File: src/rtl/packet_framer_tx.sv
// packet_framer_tx
//   Captures one encoded frame (payload, CRC, row/column parity) per input
//   handshake, formats it into DATA_DEPTH (or SHORT_DEPTH) rows of DATA_WIDTH
//   bits, and streams the rows to the serializer under backpressure. A counted
//   error injector can corrupt payload/CRC bits of the next N captured frames.
//
//   Handshakes: a transfer happens on a rising clk edge where valid && ready.
//   in_ready depends only on state, never on in_valid. out_valid/out_data/
//   out_sof/out_eof depend only on registers and hold while out_valid && !out_ready.
//
// Ports
//   clk, rst            clock, synchronous active-high reset
//   in_valid/in_ready   frame input handshake
//   in_short            1 = SHORT_DEPTH rows, 0 = DATA_DEPTH rows
//   in_data/in_crc      payload and CRC bits
//   in_row_p/in_col_p   row and column parity bits (never masked)
//   err_inj_mask        [PW-1:0] flips payload, [MW-1:PW] flips CRC
//   err_inj_frames      frames to corrupt, loaded by err_inj_arm
//   err_inj_arm         one-cycle load pulse for the injection counter
//   err_inj_busy        injection counter is non-zero
//   out_valid/out_ready row output handshake
//   out_data            current row
//   out_sof/out_eof     current row is first / last of the frame
//   frame_cnt           frames fully sent, wraps
//   o_dbg_state         FSM state (0 = IDLE, 1 = SEND)
module packet_framer_tx #(
    parameter int DATA_WIDTH  = 10,
    parameter int DATA_DEPTH  = 8,
    parameter int SHORT_DEPTH = 4,
    parameter int RP_POS      = 4,
    localparam int DW         = DATA_WIDTH - 3,
    localparam int PW         = DATA_DEPTH * DW,
    localparam int MW         = PW + DATA_DEPTH
) (
    input  logic                  clk,
    input  logic                  rst,
    input  logic                  in_valid,
    output logic                  in_ready,
    input  logic                  in_short,
    input  logic [PW-1:0]         in_data,
    input  logic [DATA_DEPTH-1:0] in_crc,
    input  logic [DATA_DEPTH-1:0] in_row_p,
    input  logic [DATA_DEPTH-1:0] in_col_p,
    input  logic [MW-1:0]         err_inj_mask,
    input  logic [7:0]            err_inj_frames,
    input  logic                  err_inj_arm,
    output logic                  err_inj_busy,
    output logic                  out_valid,
    input  logic                  out_ready,
    output logic [DATA_WIDTH-1:0] out_data,
    output logic                  out_sof,
    output logic                  out_eof,
    output logic [15:0]           frame_cnt,
    output logic                  o_dbg_state
);

    localparam int CW = (DATA_DEPTH > 1) ? $clog2(DATA_DEPTH) : 1;
    // Data bits below RP_POS keep their position; bits at/above move up one.
    localparam logic [DW:0] LOW_MASK = ~({(DW+1){1'b1}} << RP_POS);

    typedef enum logic {S_IDLE = 1'b0, S_SEND = 1'b1} state_t;

    state_t                r_state;
    state_t                w_next;
    logic [CW-1:0]         r_row_cnt;
    logic [CW-1:0]         r_last_row;
    logic [CW-1:0]         w_last_row;
    logic [DATA_WIDTH-1:0] r_buf [DATA_DEPTH];
    logic [7:0]            r_inj_cnt;
    logic [15:0]           r_frame_cnt;
    logic                  w_inj;
    logic                  w_capture;
    logic                  w_advance;
    logic [PW-1:0]         w_data_inj;
    logic [DATA_DEPTH-1:0] w_crc_inj;

    function automatic logic [DATA_WIDTH-1:0] fmt_row(
        input logic [DW-1:0] d,
        input logic          crc_b,
        input logic          rp_b,
        input logic          cp_b
    );
        logic [DW:0] w_ext;
        logic [DW:0] w_lo;
        w_ext = {1'b0, d};
        w_lo  = (w_ext & LOW_MASK) | ((w_ext & ~LOW_MASK) << 1)
              | ({{DW{1'b0}}, rp_b} << RP_POS);
        return {cp_b, crc_b, w_lo};
    endfunction

    // Injection decision uses the counter value before any same-cycle arm.
    assign w_inj        = (r_inj_cnt != 8'd0);
    assign w_capture    = (r_state == S_IDLE) && in_valid;
    assign w_last_row   = in_short ? CW'(SHORT_DEPTH - 1) : CW'(DATA_DEPTH - 1);
    assign w_data_inj   = in_data ^ (err_inj_mask[PW-1:0] & {PW{w_inj}});
    assign w_crc_inj    = in_crc ^ (err_inj_mask[MW-1:PW] & {DATA_DEPTH{w_inj}});
    assign err_inj_busy = w_inj;
    assign frame_cnt    = r_frame_cnt;
    assign o_dbg_state  = r_state;

    always_ff @(posedge clk) begin
        if (rst) begin
            r_state <= S_IDLE;
        end else begin
            r_state <= w_next;
        end
    end

    always_comb begin
        w_next    = r_state;
        in_ready  = 1'b0;
        out_valid = 1'b0;
        out_sof   = 1'b0;
        out_eof   = 1'b0;
        out_data  = '0;
        w_advance = 1'b0;
        case (r_state)
            S_IDLE: begin
                in_ready = 1'b1;
                if (in_valid) begin
                    w_next = S_SEND;
                end
            end
            S_SEND: begin
                out_valid = 1'b1;
                out_data  = r_buf[r_row_cnt];
                out_sof   = (r_row_cnt == '0);
                out_eof   = (r_row_cnt == r_last_row);
                w_advance = out_ready;
                if (out_ready && out_eof) begin
                    w_next = S_IDLE;
                end
            end
            default: w_next = S_IDLE;
        endcase
    end

    always_ff @(posedge clk) begin
        if (rst) begin
            r_row_cnt   <= '0;
            r_last_row  <= '0;
            r_frame_cnt <= '0;
            for (int i = 0; i < DATA_DEPTH; i++) begin
                r_buf[i] <= '0;
            end
        end else if (w_capture) begin
            r_row_cnt  <= '0;
            r_last_row <= w_last_row;
            // Rows beyond the frame length are left untouched.
            for (int i = 0; i < DATA_DEPTH; i++) begin
                if (CW'(i) <= w_last_row) begin
                    r_buf[i] <= fmt_row(w_data_inj[i*DW +: DW], w_crc_inj[i],
                                        in_row_p[i], in_col_p[i]);
                end
            end
        end else if (w_advance) begin
            if (out_eof) begin
                r_frame_cnt <= r_frame_cnt + 16'd1;
            end else begin
                r_row_cnt <= r_row_cnt + CW'(1);
            end
        end
    end

    // Arm overrides the capture decrement in the same cycle.
    always_ff @(posedge clk) begin
        if (rst) begin
            r_inj_cnt <= 8'd0;
        end else if (err_inj_arm) begin
            r_inj_cnt <= err_inj_frames;
        end else if (w_capture && w_inj) begin
            r_inj_cnt <= r_inj_cnt - 8'd1;
        end
    end

endmodule

File: config.mk
export PLATFORM = sky130hd
export DESIGN_NAME = packet_framer_tx
export DESIGN_NICKNAME = d
export VERILOG_FILES = /design/src/rtl/packet_framer_tx.sv
export SDC_FILE = /design/constraint.sdc
export NUM_CORES = 1
export LEC_CHECK = 0
export CORE_ASPECT_RATIO = 2
export CORE_MARGIN = 2
export CORE_UTILIZATION = 55
export DETAILED_ROUTE_END_ITERATION = 7
export DONT_BUFFER_PORTS = 1
export PLACE_DENSITY = 0.7
export SYNTH_ARGS = -nofsm -noshare
export SYNTH_HDL_FRONTEND = slang
export SYNTH_SLANG_ARGS = --single-unit
File: constraint.sdc
create_clock -name clk -period 9.35 [get_ports clk]
set_input_delay 1.87 -clock clk [delete_from_list [all_inputs] [get_ports clk]]
set_output_delay 1.87 -clock clk [all_outputs]
set_load 0.01 [all_outputs]
### Yosys cells after proc, flatten, opt, wreduce, memory -nomap -nowiden

Memory sizes are Yosys's and may differ from the RTL's. A register that Yosys moved wholly into a read port is not among the register bits.
Index checks and enable logic that the tools add are counted.

| operators by class | value |
|---|---|
| $add $sub $neg | 3 |
| order comparisons | 8 |
| eq/ne operators | 1 |
| mux-type cells | 56 |
| bitwise operators | 31 |
| reductions and logical operators | 9 |

Operators by type and width:

| kind | number |
|---|---|
| 10-bit two-way mux | 9 |
| 4-bit by 8-bit bitwise OR with 8-bit output | 8 |
| 8-bit by 5-bit bitwise OR with 8-bit output | 8 |
| 56-bit bitwise AND | 1 |
| 56-bit XOR | 1 |
| 1-bit two-way mux | 41 |
| 16-bit by 1-bit adder with 16-bit output (second input constant) | 1 |
| 8-bit two-way mux | 2 |
| 3-bit <= comparator (first input constant) | 4 |
| 3-bit two-way mux | 3 |
| 8-bit bitwise AND | 1 |
| 1-bit bitwise OR | 8 |
| 8-bit nonzero test | 1 |
| 8-bit by 1-bit subtractor with 8-bit output (second input constant) | 1 |
| 8-bit XOR | 1 |
| 1-bit by 3-bit <= comparator with 1-bit output (first input constant) | 2 |
| 2-bit by 3-bit <= comparator with 1-bit output (first input constant) | 2 |
| 3-bit by 1-bit adder with 3-bit output (second input constant) | 1 |
| 3-bit equality test | 1 |
| 1-bit logical AND | 3 |
| 3-bit zero test | 1 |
| 1-bit NOT | 3 |
| 3-bit AND reduction | 1 |
| 1-bit case mux with 2 select lines | 1 |
| other kinds (3) | 3 |

| storage, ports and cells | value |
|---|---|
| bits in registers | 31 |
| RAM bits | 80 |
| input bits | 158 |
| output and inout bits | 32 |
| word-level logic and storage cells | 114 |
| memories kept | 1 |

Memory list:

| name | depth | bits a word | rd ports | clocked after memory_dff | wr ports | line | source |
|---|---|---|---|---|---|---|---|
| r_buf | 8 | 10 | 1 | 1 | 8 | 68 | `logic [DATA_WIDTH-1:0] r_buf [DATA_DEPTH];` |

### Logic depth before layout (Yosys ltp)

Gate-level depths: netlist of run 1.

| logic depth | value |
|---|---|
| depth in word-level cells | 7 |
| depth in mapped cells | 8 |
| gate-level depth less buffers | 6 |

### Least setup slack after synthesis of run 1

No wires, ideal clock.

| timing path | value |
|---|---|
| kind | input-to-reg |
| start point | input port in_valid |
| end point | memory r_buf[4][0] (enable) |
| setup time | 0.446 ns |
| arrival time | 3.867 ns |
| data required time | 8.904 ns |
| slack | 5.037 ns |
| stages on the path | 2 |
| path buffers | 0 |
| cells stage by stage | nand2b_1 o21bai_1 |

RTL lines:

| element | line | source |
|---|---|---|
| start, declared | 37 | `input logic in_valid,` |
| end, declared | 68 |  |

### Worst setup path after layout of run 1

| timing path | value |
|---|---|
| start point | register r_inj_cnt[0] |
| end point | output port err_inj_busy |

| on the way | value |
|---|---|
| word-level cells in the longest chain between the ends | 1 |

RTL lines:

| element | line | source |
|---|---|---|
| start, declared | 69 | `logic [7:0] r_inj_cnt;` |
| start signal, assigned | 170 | `r_inj_cnt <= err_inj_frames;` |
| start signal, assigned | 172 | `r_inj_cnt <= r_inj_cnt - 8'd1;` |
| 8-bit nonzero test | 92 | `assign w_inj = (r_inj_cnt != 8'd0);` |
| end, declared | 47 | `output logic err_inj_busy,` |

Every way passes these cells.

==> results of run 1 <==
## registers in the layout, indices dropped and copies added (netlist names), named ones only
| register | flops |
|---|---|
| r_inj_cnt | 8 |
| frame_cnt | 16 |
| r_row_cnt | 3 |
| r_last_row | 2 |
| o_dbg_state | 1 |
| r_buf | 80 |
## worst register-to-register path, cell delays in order (launching register included)
cell,delay (ps)
dfxtp_1,340
inv_1,70
ha_1,210
or4b_2,1110
o21ai_0,540
xor2_1,190
nor2_1,50
## cell usage after synthesis, types with 2 or more instances
cell       count  area share, %
a2111oi_0      3           0.44
a211oi_1       6           0.75
a21oi_1       16            1.3
and2_1        13            1.4
and4_1         3           0.44
buf_1          2           0.13
buf_2          4           0.33
clkbuf_1      31            1.9
dfxtp_1       33             11
edfxtp_1      80             40
ha_1           4           0.84
inv_1         13           0.82
mux2_2         2           0.38
mux2i_1       13            2.2
mux4_2        20            7.5
nand2_1       12           0.75
nand2b_1       3           0.31
nand3_1        8           0.67
nand4_1        3           0.31
nor2_1        99            6.2
nor2b_1        8           0.84
nor3_1         5           0.42
o211ai_1       2           0.25
o21ai_0       73            6.1
o21bai_1       2           0.25
o31ai_1        6           0.75
or3_1         11            1.2
or4_1          4           0.50
xnor2_1        5           0.73
xor2_1        66            9.7
## path summary, 6_finish.rpt
path,to,start,cells after the start
min,r_last_row[2],r_last_row[2],2
max reg2reg,r_buf[7][8],r_inj_cnt[0],6
max,err_inj_busy,r_inj_cnt[0],5
min reg2reg,r_last_row[2],r_last_row[2],2
## cell type report
type	count	area, um2	area share, %
Inverter	13	48.80	0.7384
Clock inverter	13	143.9	2.177
Sequential cell	113	3064	46.37
Timing Repair Buffer	2	15.01	0.2272
Multi-Input combinational cell	396	2733	41.35
Clock buffer	19	432.9	6.551
Tap cell	137	171.4	2.594
## metal layers
| metal | vias up | global-route usage [%] | share of wire (%) |
|---|---|---|---|
| li1 | 1967 | - | - |
| met1 | 1967 | 23.70 | 35 |
| met2 | 163 | 43.28 | 55 |
| met3 | 26 | 6.694 | 6.7 |
| met4 | 0 | 11.70 | 3.4 |
| met5 | - | 0 | 0 |
## power by group
group | internal [mW] | switching (mW)
Sequential | 0.577 | 0.0153
Clock | 0.413 | 0.210
Combinational | 0.0508 | 0.0893
## metrics by stage
| step | worst slack (ps) | std cells | util (%) |
|---|---|---|---|
| after floorplan | 5037 | 560 | - |
| after global placement | 5452 | 661 | 57.21 |
| after detailed placement | 5353 | 661 | 57.21 |
| after CTS | 4923 | 693 | 62.68 |
| after global routing | 4762 | 693 | 62.68 |
| final | 4940 | 693 | 62.68 |
## cell families (layout without fill, tap and decap cells)
family | count (synthesis) | count (layout) | share of synthesized area, %
flops | 113 | 113 | 51.19
buf+inv | 51 | 47 | 3.346
mux | 35 | 35 | 10.08
compound gates | 114 | 114 | 10.77
simple gates | 172 | 172 | 13.38
fa+ha+maj | 4 | 4 | 0.8365
xor+xnor | 71 | 71 | 10.39
==> run_results.csv, run 1 <==
group,metric,value,unit
sta,timing.setup.tns,0,ps
run_status,status,"finished clean",
floorplanning,start_util,56.75,%
place,dpl_cell_area,6032,um2
floorplanning,die-area,11780,um2
place,hpwl,9797,um
synth,ys.flop_type,"edfxtp_1",
synth,yosysUniqueCellTypes,40,
clock_network,clk_pin_slew,50,ps
finish,final_common_cell,"nor2_1",
sta,hold_viol,0,
pwr,cellPowerDensity,205.1,nW/um2
sta,fin_worst_skew,7.245,ps
sta,slew_headroom,24.09,%
sta,period_needed,4410,ps
finish,drive_gt1_share,9.892,%
sta,drv_slew,0,
clock_network,ctsHoldBuffers,0,
setup_path,slowest_delay,1110,ps
sta,worstMarginPinSlew,1139,ps
finish,fillers,855,
route,ant_nets,0,
route,wl_per_cell,19.49,um
place,gp_congestion,0.8495,
setup_path,path_delay_family,"simple AND/OR/NAND/NOR gates",
floorplanning,core-area,10540,um2
clock_network,post_cts_resized,0,
route,wl,13510,um
sta,max_clock_freq,226.7,MHz
clock_network,cts_setup_buffers,0,
finish,finalNetCount,705,
route,drtIter0Drc,215,
clock_network,cts_tree,"built",
setup_path,cp.required,7480,ps
setup_path,worstSetupEndpointType,"output port",
route,drt-vias-per-instance,5.949,
finish,area_growth,10.46,%
floorplanning,die_h,151.5,um
setup_path,path_cells,"inv_1, ha_1, or4b_2, nor2_1, inv_1",
sta,holdWs,461.0,ps
min_path,hp-class,"reg -> reg",
synth,avgSynthCellArea,10.68,um2
floorplanning,die_w,77.75,um
pwr,leakage,2.318,nW
clock_network,cts_sinks,113,
synth,syn_inst,560,
setup_path,slowest_stage,"or4b_2",
sta,setup-violations-final,0,
flow_run,drv_cap,0,
clock_network,clk_latency,400,ps
setup_path,r2r_slack,6600,ps
finish,n_antenna_cell,0,
clock_network,htreeDepth,4,
synth,synth-edff-count,80,
grt,grt_util_all_layers,23.45,%
clock_network,cts_root_buffer,"clkbuf_16",
grt,antenna_found_initial,0,
setup_path,crit_type,"reg -> out",
grt,gr-total-overflow,0,
grt,grt_pass1_vias,4234,
setup_path,cp_max_fo,68,
setup_path,cpMostUsedCell,"inv_1",
synth,synthArstFlopShare,0,%
route,dr.pass1.iters,4,
finish,mostFrequentLayoutCells,"nor2_1, edfxtp_1, o21ai_0, xor2_1, dfxtp_1",
clock_network,clk_path_buf_depth,2,
setup_path,crit_buf_inv,2,
route,drc_errors,0,
synth,yosysWarnings,0,
finish,design_area,6609,um2
sta,rsz0062_at_grt,"no",
grt,grt_max_degree,69,
setup_path,arrival,2540,ps
floorplanning,num_rows,53,
setup_path,cp-start-kind,"flip-flop",
place,port_buffers,0,
synth,ys_ff_latch,113,
pwr,power,1.355,mW
floorplanning,pin_count,190,
synth,synth_nets,722,
route,num_vias,4123,
synth,synth_area,5983,um2
sta,timing.final.crit_share,47.17,%
pwr,ir_worst_vdd,0.0001474,V
grt,grt_pass1_wl,20650,um
clock_network,cts_made_buffers,17,
synth,seq_area_frac_synth,51.19,%
No activity file was read; power rests on OpenSTA's default activity.
==> inputs of run 2 (changes only) <==
Clock period 9.35 ns to 4.42 ns, I/O delays scaled along.
==> run 2 against run 1 <==
Compared with the run above:
- setup slack worse by 4000 ps
- largest cell class unchanged
- via count is 0.65% higher
- die area stayed put
==> run_results.csv, run 2 (same netlist as run 1, synthesis figures left out) <==
group,metric,value,unit
run_status,status,"finished clean",
place,hpwl,9912,um
route,wl_per_cell,20.11,um
grt,grt_pass1_vias,4257,
min_path,hp-class,"reg -> reg",
grt,antenna_found_initial,0,
setup_path,crit_type,"reg -> out",
floorplanning,start_util,56.75,%
setup_path,slowest_stage,"or4b_2",
route,num_vias,4150,
setup_path,cp-start-kind,"flip-flop",
route,drc_errors,0,
setup_path,r2r_slack,1660,ps
place,placed_cells,661,
place,port_buffers,0,
clock_network,cts_made_buffers,17,
setup_path,crit_cells,5,
place,gp_congestion,0.8186,
sta,holdWs,460.3,ps
clock_network,cts_root_buffer,"clkbuf_16",
route,ant_nets,0,
clock_network,cts_sinks,113,
finish,drive_gt1_share,10.07,%
finish,design_area,6613,um2
finish,largest_reg_flops,80,
clock_network,cts_tree,"built",
setup_path,rr_endpoint,"r_buf[3][6]",
grt,grt_max_degree,69,
floorplanning,die_w,77.75,um
floorplanning,core-area,10540,um2
floorplanning,die_h,151.5,um
clock_network,post_cts_resized,0,
grt,grt_util_all_layers,23.83,%
setup_path,path_cells,"inv_1, ha_1, or4b_2, nor2_1, inv_1",
finish,top_register,"r_buf",
sta,period_needed,3446,ps
route,drtIter0Drc,200,
setup_path,crit_start,"r_inj_cnt[0]",
finish,final_cells,694,
clock_network,clk_pin_slew,50,ps
grt,gr-total-overflow,0,
floorplanning,num_rows,53,
setup_path,cp.required,3540,ps
setup_path,worstSetupEndpointType,"output port",
sta,drv_slew,0,
pwr,cellPowerDensity,435.3,nW/um2
clock_network,clk_latency,400,ps
grt,grt_pass1_wl,20960,um
setup_path,cp_max_fo,68,
sta,rsz0062_at_grt,"no",
sta,hold_viol,0,
finish,multi_input_area,2733,um2
sta,max_clock_freq,290.2,MHz
route,dr.pass1.iters,4,
pwr,leakage,2.320,nW
setup_path,crit_buf_inv,2,
clock_network,clk_path_buf_depth,2,
finish,finalNetCount,705,
sta,setup-violations-final,0,
sta,worstMarginPinSlew,1166,ps
route,wl,13960,um
pwr,ir_worst_vdd,0.0003060,V
setup_path,cpMostUsedCell,"inv_1",
finish,final_util,62.72,%
sta,timing.final.crit_share,77.95,%
floorplanning,die-area,11780,um2
pwr,power,2.878,mW
finish,final_common_cell,"nor2_1",
sta,fin_worst_skew,8.153,ps
flow_run,drv_cap,0,
clock_network,ctsHoldBuffers,0,
sta,slew_headroom,22.29,%
setup_path,path_delay_family,"simple AND/OR/NAND/NOR gates",
route,drt-vias-per-instance,5.980,
sta,timing.setup.tns,0,ps
finish,fillers,841,
clock_network,htreeDepth,4,
clock_network,cts_setup_buffers,0,
setup_path,rr_startpoint,"o_dbg_state",
setup_path,arrival,2560,ps
floorplanning,pin_count,190,
place,dpl_cell_area,6032,um2
finish,seq_area,3064,um2
sta,fin_ws,974.5,ps
place,dpl_worst_slack,1416,ps
setup_path,endpoint,"err_inj_busy",
setup_path,reg2reg_depth,4,
finish,area_growth,10.52,%
finish,mostFrequentLayoutCells,"nor2_1, edfxtp_1, o21ai_0, xor2_1, dfxtp_1",
setup_path,slowest_delay,1120,ps
-- run 2: power by group --
part           internal (mW)  switching [mW]
Clock                  0.877           0.449
Sequential              1.22          0.0333
Combinational          0.107           0.191
Total                   2.20           0.674
-- run 2: routing by layer --
metal	wire length, um	track usage [%]
met2	7909	44.74
met4	268	10.18
met1	4965	24.25
met5	0	0
met3	811	6.635
-- run 2: final cells by class --
class / instances / area share [%]
inverters: 13 / 0.7379
clock inverters: 12 / 2.138
flip-flops and latches: 113 / 46.34
well taps: 137 / 2.592
multi-input cells: 396 / 41.32
clock buffers: 20 / 6.604
repair buffers: 2 / 0.2271
diodes: 1 / 0.03784
-- run 2: worst min path at each step --
| stage | startpoint | end | slack [ps] | depth (start not counted) |
|---|---|---|---|---|
| global route | r_last_row[2] | r_last_row[2] | 490 | 2 |
| detailed placement | r_last_row[2] | r_last_row[2] | 450 | 2 |
| global placement | r_last_row[2] | r_last_row[2] | 460 | 2 |
| floorplan | r_last_row[2] | r_last_row[2] | 430 | 2 |
| finish | r_last_row[2] | r_last_row[2] | 460 | 2 |
| CTS | r_last_row[2] | r_last_row[2] | 460 | 2 |
-- run 2: tightest hold or removal path: cells and delay by family (launching register included) --
kind          cells  cell delay [ps]
flops             1              320
simple gates      2              100
==> inputs of run 3 (changes only) <==
Settings changed: PLACE_DENSITY 0.7 to 0.73.
Clock period 4.42 ns to 3.05 ns, I/O delays scaled along.
==> run 3 against run 2 <==
Compared with the run above:
- non-clock buffer count is 7 higher
- global-route usage up 1.0 points
- core utilization increased by 0.095 points
- flip-flop and latch count did not move
- via count is 1.2% higher
- clock power grew 32%
- critical path depth rose by 1
- final area up 0.15%
- sequential share of layout area down 0.070 points
- hold slack lost 190 ps
- critical path type unchanged
==> run_results.csv, run 3 (same netlist as run 1, synthesis figures left out) <==
group,metric,value,unit
pwr,combinationalPowerShare,11.1,%
setup_path,arrival,2130,ps
finish,largest_reg_flops,80,
pwr,p_clk_share,43.7,%
setup_path,cp.required,2440,ps
sta,rsz0062_at_grt,"no",
finish,drive_gt1_share,11.01,%
place,gp_congestion,0.8394,
route,drt-vias-per-instance,5.990,
floorplanning,die_h,151.5,um
grt,grt_pass1_vias,4275,
clock_network,clk_path_buf_depth,2,
clock_network,ctsHoldBuffers,0,
finish,final_cells,701,
pwr,seqPwrFrac,45.2,%
sta,period_needed,2736,ps
place,port_buffers,0,
sta,worstMarginPinSlew,1011,ps
finish,design_area,6623,um2
route,wl_per_cell,20.85,um
route,wl,14620,um
setup_path,worstSetupEndpointType,"output port",
finish,top_register,"r_buf",
setup_path,path_cells,"inv_1, ha_1, or4b_4, buf_4, nor2_1, inv_1",
run_status,status,"finished clean",
grt,grt_pass1_wl,21710,um
setup_path,crit_type,"reg -> out",
finish,finalNetCount,712,
clock_network,cts_sinks,113,
pwr,intPower,3.051,mW
min_path,hp-class,"in -> reg",
grt,gr-total-overflow,0,
place,dpl_cell_area,6085,um2
sta,hold_viol,0,
sta,setup-violations-final,0,
sta,drv_slew,0,
pwr,p_sw,0.9645,mW
route,drtIter0Drc,220,
setup_path,cp_max_fo,26,
floorplanning,start_util,56.75,%
setup_path,cpMostUsedCell,"inv_1",
pwr,switching_share,24.02,%
finish,final_common_cell,"nor2_1",
flow_run,drv_cap,0,
grt,antenna_found_initial,1,
setup_path,cp-start-kind,"flip-flop",
grt,grt_max_degree,68,
clock_network,cts_setup_buffers,0,
clock_network,cts_tree,"built",
pwr,leakage,2.350,nW
floorplanning,num_rows,53,
clock_network,htreeDepth,4,
finish,fillers,845,
clock_network,cts_made_buffers,17,
setup_path,slowest_delay,560,ps
sta,timing.final.crit_share,89.72,%
route,dr.pass1.iters,4,
place,hpwl,10440,um
sta,timing.setup.tns,0,ps
pwr,ir_worst_vdd,0.0003954,V
setup_path,slowest_stage,"or4b_4",
sta,fin_worst_skew,7.348,ps
finish,final_util,62.81,%
sta,slew_headroom,32.57,%
route,num_vias,4199,
clock_network,clk_latency,400,ps
floorplanning,die_w,77.75,um
grt,grt_util_all_layers,24.88,%
clock_network,cts_root_buffer,"clkbuf_16",
sta,max_clock_freq,365.5,MHz
floorplanning,die-area,11780,um2
clock_network,clk_pin_slew,50,ps
place,placed_cells,668,
route,ant_nets,0,
floorplanning,core-area,10540,um2
finish,area_growth,10.69,%
finish,mostFrequentLayoutCells,"nor2_1, edfxtp_1, o21ai_0, xor2_1, dfxtp_1",
route,drc_errors,0,
floorplanning,pin_count,190,
pwr,cellPowerDensity,606.4,nW/um2
run 3: changes by cell type in the layout (fill, tap and decap cells not counted), sizes merged:
cell,previous run,this run
clkbuf,20,25
bufinv,3,0
clkinvlp,3,0
buf,2,9
clkinv,7,8
run 3: final cells by class:
type	instances	area, um2	share of cell area [%]
diodes	1	2.502	0.03779
well taps	137	171.4	2.588
clock buffers	25	496.7	7.500
repair buffers	9	67.56	1.020
multi-input cells	396	2736	41.32
inverters	13	48.80	0.7368
flip-flops and latches	113	3064	46.27
clock inverters	7	35.03	0.5290
run 3: worst paths after layout:
kind | from | cells after the start | slack (ps) | to
worst max-delay path | r_inj_cnt[0] | 6 | 310 | err_inj_busy
worst min-delay path | rst | 1 | 270 | r_inj_cnt[1]
worst max register to register | r_inj_cnt[7] | 4 | 750 | r_buf[5][0]
worst min register to register | r_last_row[2] | 2 | 470 | r_last_row[2]
run 3: routing by layer:
metal	vias up	part of all wire, %	track usage, %	routed length (um)
met5	-	0	0	0
met4	0	1.7	9.018	244
met3	20	5.6	7.464	817
met2	154	57	46.90	8299
met1	2043	36	25.49	5255
li1	1982	-	-	-
run 3: stage by stage:
step | total power [mW] | hold WS, ps | setup slack [ps]
floorplan | 2.181 | 434.2 | 751.1
global placement | 2.265 | 458.1 | 514.3
detailed placement | 2.289 | 459.3 | 491.8
CTS | 4.039 | 258.6 | 73.97
global route | 4.172 | 254.5 | 191.4
finish | 4.016 | 274.0 | 313.7
run 3: power by group through the flow:
| stage | Clock [mW] | Sequential, mW | Combinational [mW] |
|---|---|---|---|
| after global routing | 1.85 | 1.82 | 0.496 |
| final | 1.75 | 1.82 | 0.446 |
| after floorplan | 0 | 1.82 | 0.358 |
| after global placement | 0 | 1.83 | 0.432 |
| after detailed placement | 0 | 1.84 | 0.446 |
| after CTS | 1.78 | 1.82 | 0.448 |
run 3: worst max-delay path: cells and delay by family, from the launching register on:
kind / cells / cell delay, ps
fa+ha+maj: 1 / 220
buf+inv: 3 / 420
flops: 1 / 330
simple gates: 2 / 750
run 3: what timing repair did:
| item | 4_1_cts | 5_1_grt |
|---|---|---|
| endpoints found under the hold margin | 0 | 0 |
| endpoints found under the setup margin | 0 | 1 |
| resized for setup | 0 | 1 |
